--- src/rtl/axis_check_sink_if.sv ---
// AXI-Stream link carrying the test source output into axis_check_sink.
interface axis_check_sink_if #(
  parameter int DATA_WIDTH = 8
);
  logic                  TVALID;
  logic [DATA_WIDTH-1:0] TDATA;
  logic                  TREADY;

  modport master (output TVALID, output TDATA, input TREADY);
  modport slave  (input TVALID, input TDATA, output TREADY);
endinterface

--- src/rtl/axis_check_sink.sv ---
// AXI-Stream sink: optional LFSR backpressure, checks an incrementing data
// sequence and the valid/data hold rule, reports pass/fail after COUNT beats.
module axis_check_sink #(
  parameter int         DATA_WIDTH = 8,
  parameter int         COUNT      = 32,
  parameter bit         STALL_EN   = 1'b1,
  parameter logic [7:0] LFSR_SEED  = 8'hA5,
  localparam int        IDX_W      = $clog2(COUNT + 1)
) (
  input  logic             clk,
  input  logic             rst,
  input  logic             start,
  output logic             done,
  output logic             pass,
  output logic [15:0]      err_count,
  output logic [IDX_W-1:0] first_err_idx,
  output logic [IDX_W-1:0] rx_count,
  output logic             protocol_err,
  axis_check_sink_if.slave S_AXIS
);

  typedef enum logic {IDLE, RUN} state_t;

  state_t                state;
  state_t                state_next;
  logic [7:0]            lfsr;
  logic [DATA_WIDTH-1:0] expected;
  logic [DATA_WIDTH-1:0] data_q;
  logic                  stall_q;
  logic                  in_run;
  logic                  handshake;
  logic                  mismatch;
  logic                  last_beat;
  logic                  stall_now;
  logic                  violation;

  assign in_run        = (state == RUN);
  assign S_AXIS.TREADY = in_run && (!STALL_EN || lfsr[0]);
  assign handshake     = S_AXIS.TVALID && S_AXIS.TREADY;
  assign mismatch      = handshake && (S_AXIS.TDATA != expected);
  assign last_beat     = handshake && (rx_count == IDX_W'(COUNT - 1));
  assign stall_now     = in_run && S_AXIS.TVALID && !S_AXIS.TREADY;
  // A stalled beat must stay valid with identical data on the next cycle.
  assign violation     = in_run && stall_q &&
                         (!S_AXIS.TVALID || (S_AXIS.TDATA != data_q));

  always_ff @(posedge clk) begin
    if (rst) begin
      state <= IDLE;
    end else begin
      state <= state_next;
    end
  end

  always_comb begin
    state_next = state;
    case (state)
      IDLE:    if (start)     state_next = RUN;
      RUN:     if (last_beat) state_next = IDLE;
      default: state_next = IDLE;
    endcase
  end

  always_ff @(posedge clk) begin
    if (rst) begin
      done          <= 1'b0;
      pass          <= 1'b0;
      err_count     <= '0;
      first_err_idx <= '1;
      rx_count      <= '0;
      protocol_err  <= 1'b0;
      expected      <= '0;
      lfsr          <= LFSR_SEED;
      stall_q       <= 1'b0;
      data_q        <= '0;
    end else begin
      done    <= 1'b0;
      stall_q <= stall_now;
      data_q  <= S_AXIS.TDATA;
      if (!in_run) begin
        if (start) begin
          pass          <= 1'b0;
          err_count     <= '0;
          first_err_idx <= '1;
          rx_count      <= '0;
          protocol_err  <= 1'b0;
          expected      <= '0;
          lfsr          <= LFSR_SEED;
        end
      end else begin
        lfsr <= {lfsr[6:0], lfsr[7] ^ lfsr[5] ^ lfsr[4] ^ lfsr[3]};
        if (violation) begin
          protocol_err <= 1'b1;
        end
        if (handshake) begin
          if (mismatch) begin
            if (err_count != 16'hFFFF) begin
              err_count <= err_count + 16'd1;
            end
            if (first_err_idx == '1) begin
              first_err_idx <= rx_count;
            end
          end
          expected <= expected + DATA_WIDTH'(1);
          rx_count <= rx_count + IDX_W'(1);
          // Final beat: verdict covers this beat's data and this cycle's hold check.
          if (last_beat) begin
            done <= 1'b1;
            pass <= (err_count == 16'd0) && !mismatch && !protocol_err && !violation;
          end
        end
      end
    end
  end

endmodule
--- src/flat_wrapper.sv ---
// flat-port wrapper written by rule: the top's interface ports become plain ports
module axis_check_sink_flat 
#(
  parameter int         DATA_WIDTH = 8,
  parameter int         COUNT      = 32,
  parameter bit         STALL_EN   = 1'b1,
  parameter logic [7:0] LFSR_SEED  = 8'hA5,
  localparam int        IDX_W      = $clog2(COUNT + 1)
)
  (clk, rst, start, done, pass, err_count, first_err_idx, rx_count, protocol_err, S_AXIS_TVALID, S_AXIS_TDATA, S_AXIS_TREADY);
  axis_check_sink_if #(.DATA_WIDTH(DATA_WIDTH)) S_AXIS_i ();
  input  logic clk;
  input  logic rst;
  input  logic start;
  output logic done;
  output logic pass;
  output logic [15:0] err_count;
  output logic [IDX_W-1:0] first_err_idx;
  output logic [IDX_W-1:0] rx_count;
  output logic protocol_err;
  input wire logic [$bits(S_AXIS_i.TVALID)-1:0] S_AXIS_TVALID;
  input wire logic [$bits(S_AXIS_i.TDATA)-1:0] S_AXIS_TDATA;
  output wire logic [$bits(S_AXIS_i.TREADY)-1:0] S_AXIS_TREADY;
  assign S_AXIS_i.TVALID = S_AXIS_TVALID;
  assign S_AXIS_i.TDATA = S_AXIS_TDATA;
  assign S_AXIS_TREADY = S_AXIS_i.TREADY;
  axis_check_sink #(.DATA_WIDTH(DATA_WIDTH), .COUNT(COUNT), .STALL_EN(STALL_EN), .LFSR_SEED(LFSR_SEED)) u_core (.clk(clk), .rst(rst), .start(start), .done(done), .pass(pass), .err_count(err_count), .first_err_idx(first_err_idx), .rx_count(rx_count), .protocol_err(protocol_err), .S_AXIS(S_AXIS_i));
endmodule
--- config.mk ---
export PLATFORM = sky130hd
export DESIGN_NAME = axis_check_sink_flat
export DESIGN_NICKNAME = d
export VERILOG_FILES = /design/src/rtl/axis_check_sink_if.sv /design/src/rtl/axis_check_sink.sv /design/src/flat_wrapper.sv
export SDC_FILE = /design/constraint.sdc
export NUM_CORES = 1
export LEC_CHECK = 0
export BUFFER_PORTS_ARGS = -buffer_cell sky130_fd_sc_hd__buf_2
export CAP_MARGIN = 20
export CELL_PAD_IN_SITES_DETAIL_PLACEMENT = 1
export CELL_PAD_IN_SITES_GLOBAL_PLACEMENT = 1
export CORE_MARGIN = 5
export CORE_UTILIZATION = 47
export CTS_BUF_LIST = sky130_fd_sc_hd__clkbuf_4 sky130_fd_sc_hd__clkbuf_8
export DETAILED_ROUTE_END_ITERATION = 12
export HOLD_SLACK_MARGIN = 0.08
export PLACE_DENSITY_LB_ADDON = 0.1
export SKIP_LAST_GASP = 1
export SYNTH_ARGS = -nofsm -noshare
export SYNTH_HDL_FRONTEND = slang
export SYNTH_SLANG_ARGS = --single-unit
--- constraint.sdc ---
create_clock -name clk -period 6 [get_ports clk]
set_input_delay 0.6 -clock clk [delete_from_list [all_inputs] [get_ports clk]]
set_output_delay 0.6 -clock clk [all_outputs]
set_load 0.02 [all_outputs]
==> impl_metrics.toml <==
[outcome]
outcome = "finished clean"

[critical_path]
critPathKind = "register to register"
worstPathMaxFanout = 25
critPathCaptureType = "register"
rr_startpoint = "u_core.in_run$_SDFF_PP0_"
crit_arrival_ns = 3.11
cp-start-kind = "register"
r2r_cells = 5
critPathLaunch = "u_core.in_run$_SDFF_PP0_"
crit_required_ns = 6.26

[timing]
holdWs_ns = 0.489
rsz0062_at_grt = "no"
finalCritPeriodShare = 0.476
finalClockSkew_ns = 0.00898
slew_headroom = 0.404
setup_violations = 0
period_needed_ns = 2.86
slew_viol_final = 0
timing_hold_violations_final = 0
tns_ns = 0
timing.fmax_mhz = 350
tightestPinTransition_ns = 0.892

[detailed_routing]
drc_errors = 0
num_vias = 2485
ant_nets = 0
finalWirelength_um = 7530
wl_per_cell_um = 17.8
dr.pass1.iters = 4
drt_iter0_drc = 129
vias_per_cell = 5.89

[synthesis]
synth_nets = 318
ys_async_sr_fraction = 0
netlist_area_um2 = 2670
yosys_warnings = 0
synthTopCellsByCount = "57 x dfxtp_1, 27 x nor2_1, 26 x nand3_1, 24 x xor2_1, 20 x nand2_1"
synth_top_area_cell = "dfxtp_1"
ys_types = 43
avgSynthCellArea_um2 = 8.84
yosysTopAreaCellShare = 0.428
synth_seq_cells = 57
synth_most_common_cell = "dfxtp_1"
netlist_top_cells_area = "dfxtp_1 43%, xor2_1 7.9%, nand3_1 4.9%"
ys_seq_area_frac = 0.428
synth_enable_flop_cells = 0
synthCells = 302
synthFlopType = "dfxtp_1"

[layout]
drive_above_1_share = 0.191
antennaDiodeCount = 0
area_delta_synth_final_pct = 17.8
nNetsFinal = 361
fin_util = 0.571
stdcell_count = 422
nFillCells = 678

[cts]
cts_made_buffers = 9
cts_root_buf = "clkbuf_8"
clk_latency_ns = 0.34
htree_levels = 3
clock_path_buffers = 2
post_cts_resized = 0
cts.sinks = 57
cts_tree = "yes"
path_clk_slew_ns = 0.07
post-cts-setup-buffer-count = 0
hold_buffers = 0

[floorplan]
dieArea_um2 = 7290
coreArea_um2 = 5510
rows = 27
die_w_um = 85.4
initial_core_util = 0.485
ios = 44
fp.dieH_um = 85.4

[placement]
hpwl_um = 5280
port_buffers = 43
placed_cells = 406
gp_congestion = 0.836

[power_and_ir_drop]
peakVddDrop_mv = 0.149
p_leak_nw = 1.22
p_per_area_nw_per_um2 = 272

[grt]
first_global_vias = 2548
use_met1 = 0.282
antenna_found_initial = 0
grt_pass1_wl_um = 12900
grt-busiest-layer = "met2"
use_met2 = 0.364
grt_max_degree = 32
grt-ovfl-total = 0
met3_usage = 0.0398
grt_usage = 0.221

[hold_path]
hold_path_startpoint = "u_core.pass$_SDFFE_PP0P_"
min_delay_path_depth = 2
worstHoldPathType = "register to register"

[flow_run]
drv_cap = 0
final timing paths:
check	to	slack, ns
worst max-delay path	u_core.err_count[5]$_SDFFE_PP0P_	3.14
worst min-delay path	u_core.pass$_SDFFE_PP0P_	0.49
worst max register to register	u_core.err_count[5]$_SDFFE_PP0P_	3.14
worst min register to register	u_core.pass$_SDFFE_PP0P_	0.49
worst max-delay path, cell delays in order (launching register included):
cell and delay [ns]:
dfxtp_1 0.91, nand3_1 0.55, a21oi_4 0.50, nand2_4 0.16, or4_1 0.51, a31oi_1 0.14
kinds of logic (layout without fill, tap and decap cells):
group	after synthesis	count (layout)	synth area share
AO/OA/AOI/OAI	52	52	0.137
multiplexers	1	1	0.00422
AND/OR/NAND/NOR	141	141	0.289
buffers and inverters	18	66	0.0286
flip-flops	57	57	0.428
XOR/XNOR	29	29	0.0952
adder cells (fa/ha/maj)	4	4	0.0188
layout by cell type, fill, tap and decap left out, drive strengths merged:
master / instances
o41ai: 2
a21oi: 13
and4: 3
inv: 6
buf: 43
a41oi: 1
nand4b: 2
nand3b: 3
clkinv: 5
o21ai: 12
dfxtp: 57
o32a: 4
nand3: 27
clkbuf: 9
bufinv: 2
o211ai: 1
or4: 4
a211oi: 1
nor3b: 5
xnor2: 5
a31o: 2
nor2: 27
nor4: 7
mux2: 1
nor3: 8
and2: 3
a31oi: 4
nor2b: 9
and3: 4
nand2b: 3
o22ai: 2
xor2: 24
o311ai: 5
o31ai: 5
ha: 4
or3: 2
nand2: 22
nand4: 12
clkinvlp: 1
registers in the layout, summed over array words and instances, names as in the netlist:
name,count
u_core.in_run,1
u_core.lfsr,8
u_core.data_q,8
u_core.pass,1
u_core.first_err_idx,6
u_core.rx_count,6
u_core.err_count,16
u_core.stall_q,1
u_core.done,1
u_core.expected,8
u_core.protocol_err,1
area by class of cell:
cell class	count	area, um2	area share
tap	72	90.1	0.0287
sequential	57	1140	0.363
clock inverter	7	95.1	0.0303
inverter	7	26.3	0.00836
clock buffer	9	124	0.0394
timing repair buffer	43	215	0.0685
multi-input combinational	227	1450	0.462
power by group:
part	switching [mW]	total, mW	internal (mW)
clock network	0.161	0.394	0.233
logic	0.0417	0.0639	0.0222
registers	0.0101	0.397	0.387
total	0.213	0.855	0.642
per-layer routing:
layer | part of all wire | wire length (um)
met1 | 0.45 | 3400
met2 | 0.48 | 3580
met3 | 0.054 | 409
met4 | 0.018 | 138
met5 | 0 | 0
stage by stage:
step,area [um2],total power [mW],setup WS [ns]
floorplan,2670,0.447,3.85
global placement,2920,0.467,3.16
detailed placement,2920,0.469,3.04
CTS,3140,0.861,3.23
global route,3140,0.888,2.96
finish,3140,0.855,3.14
No activity file was read; power rests on OpenSTA's default activity.
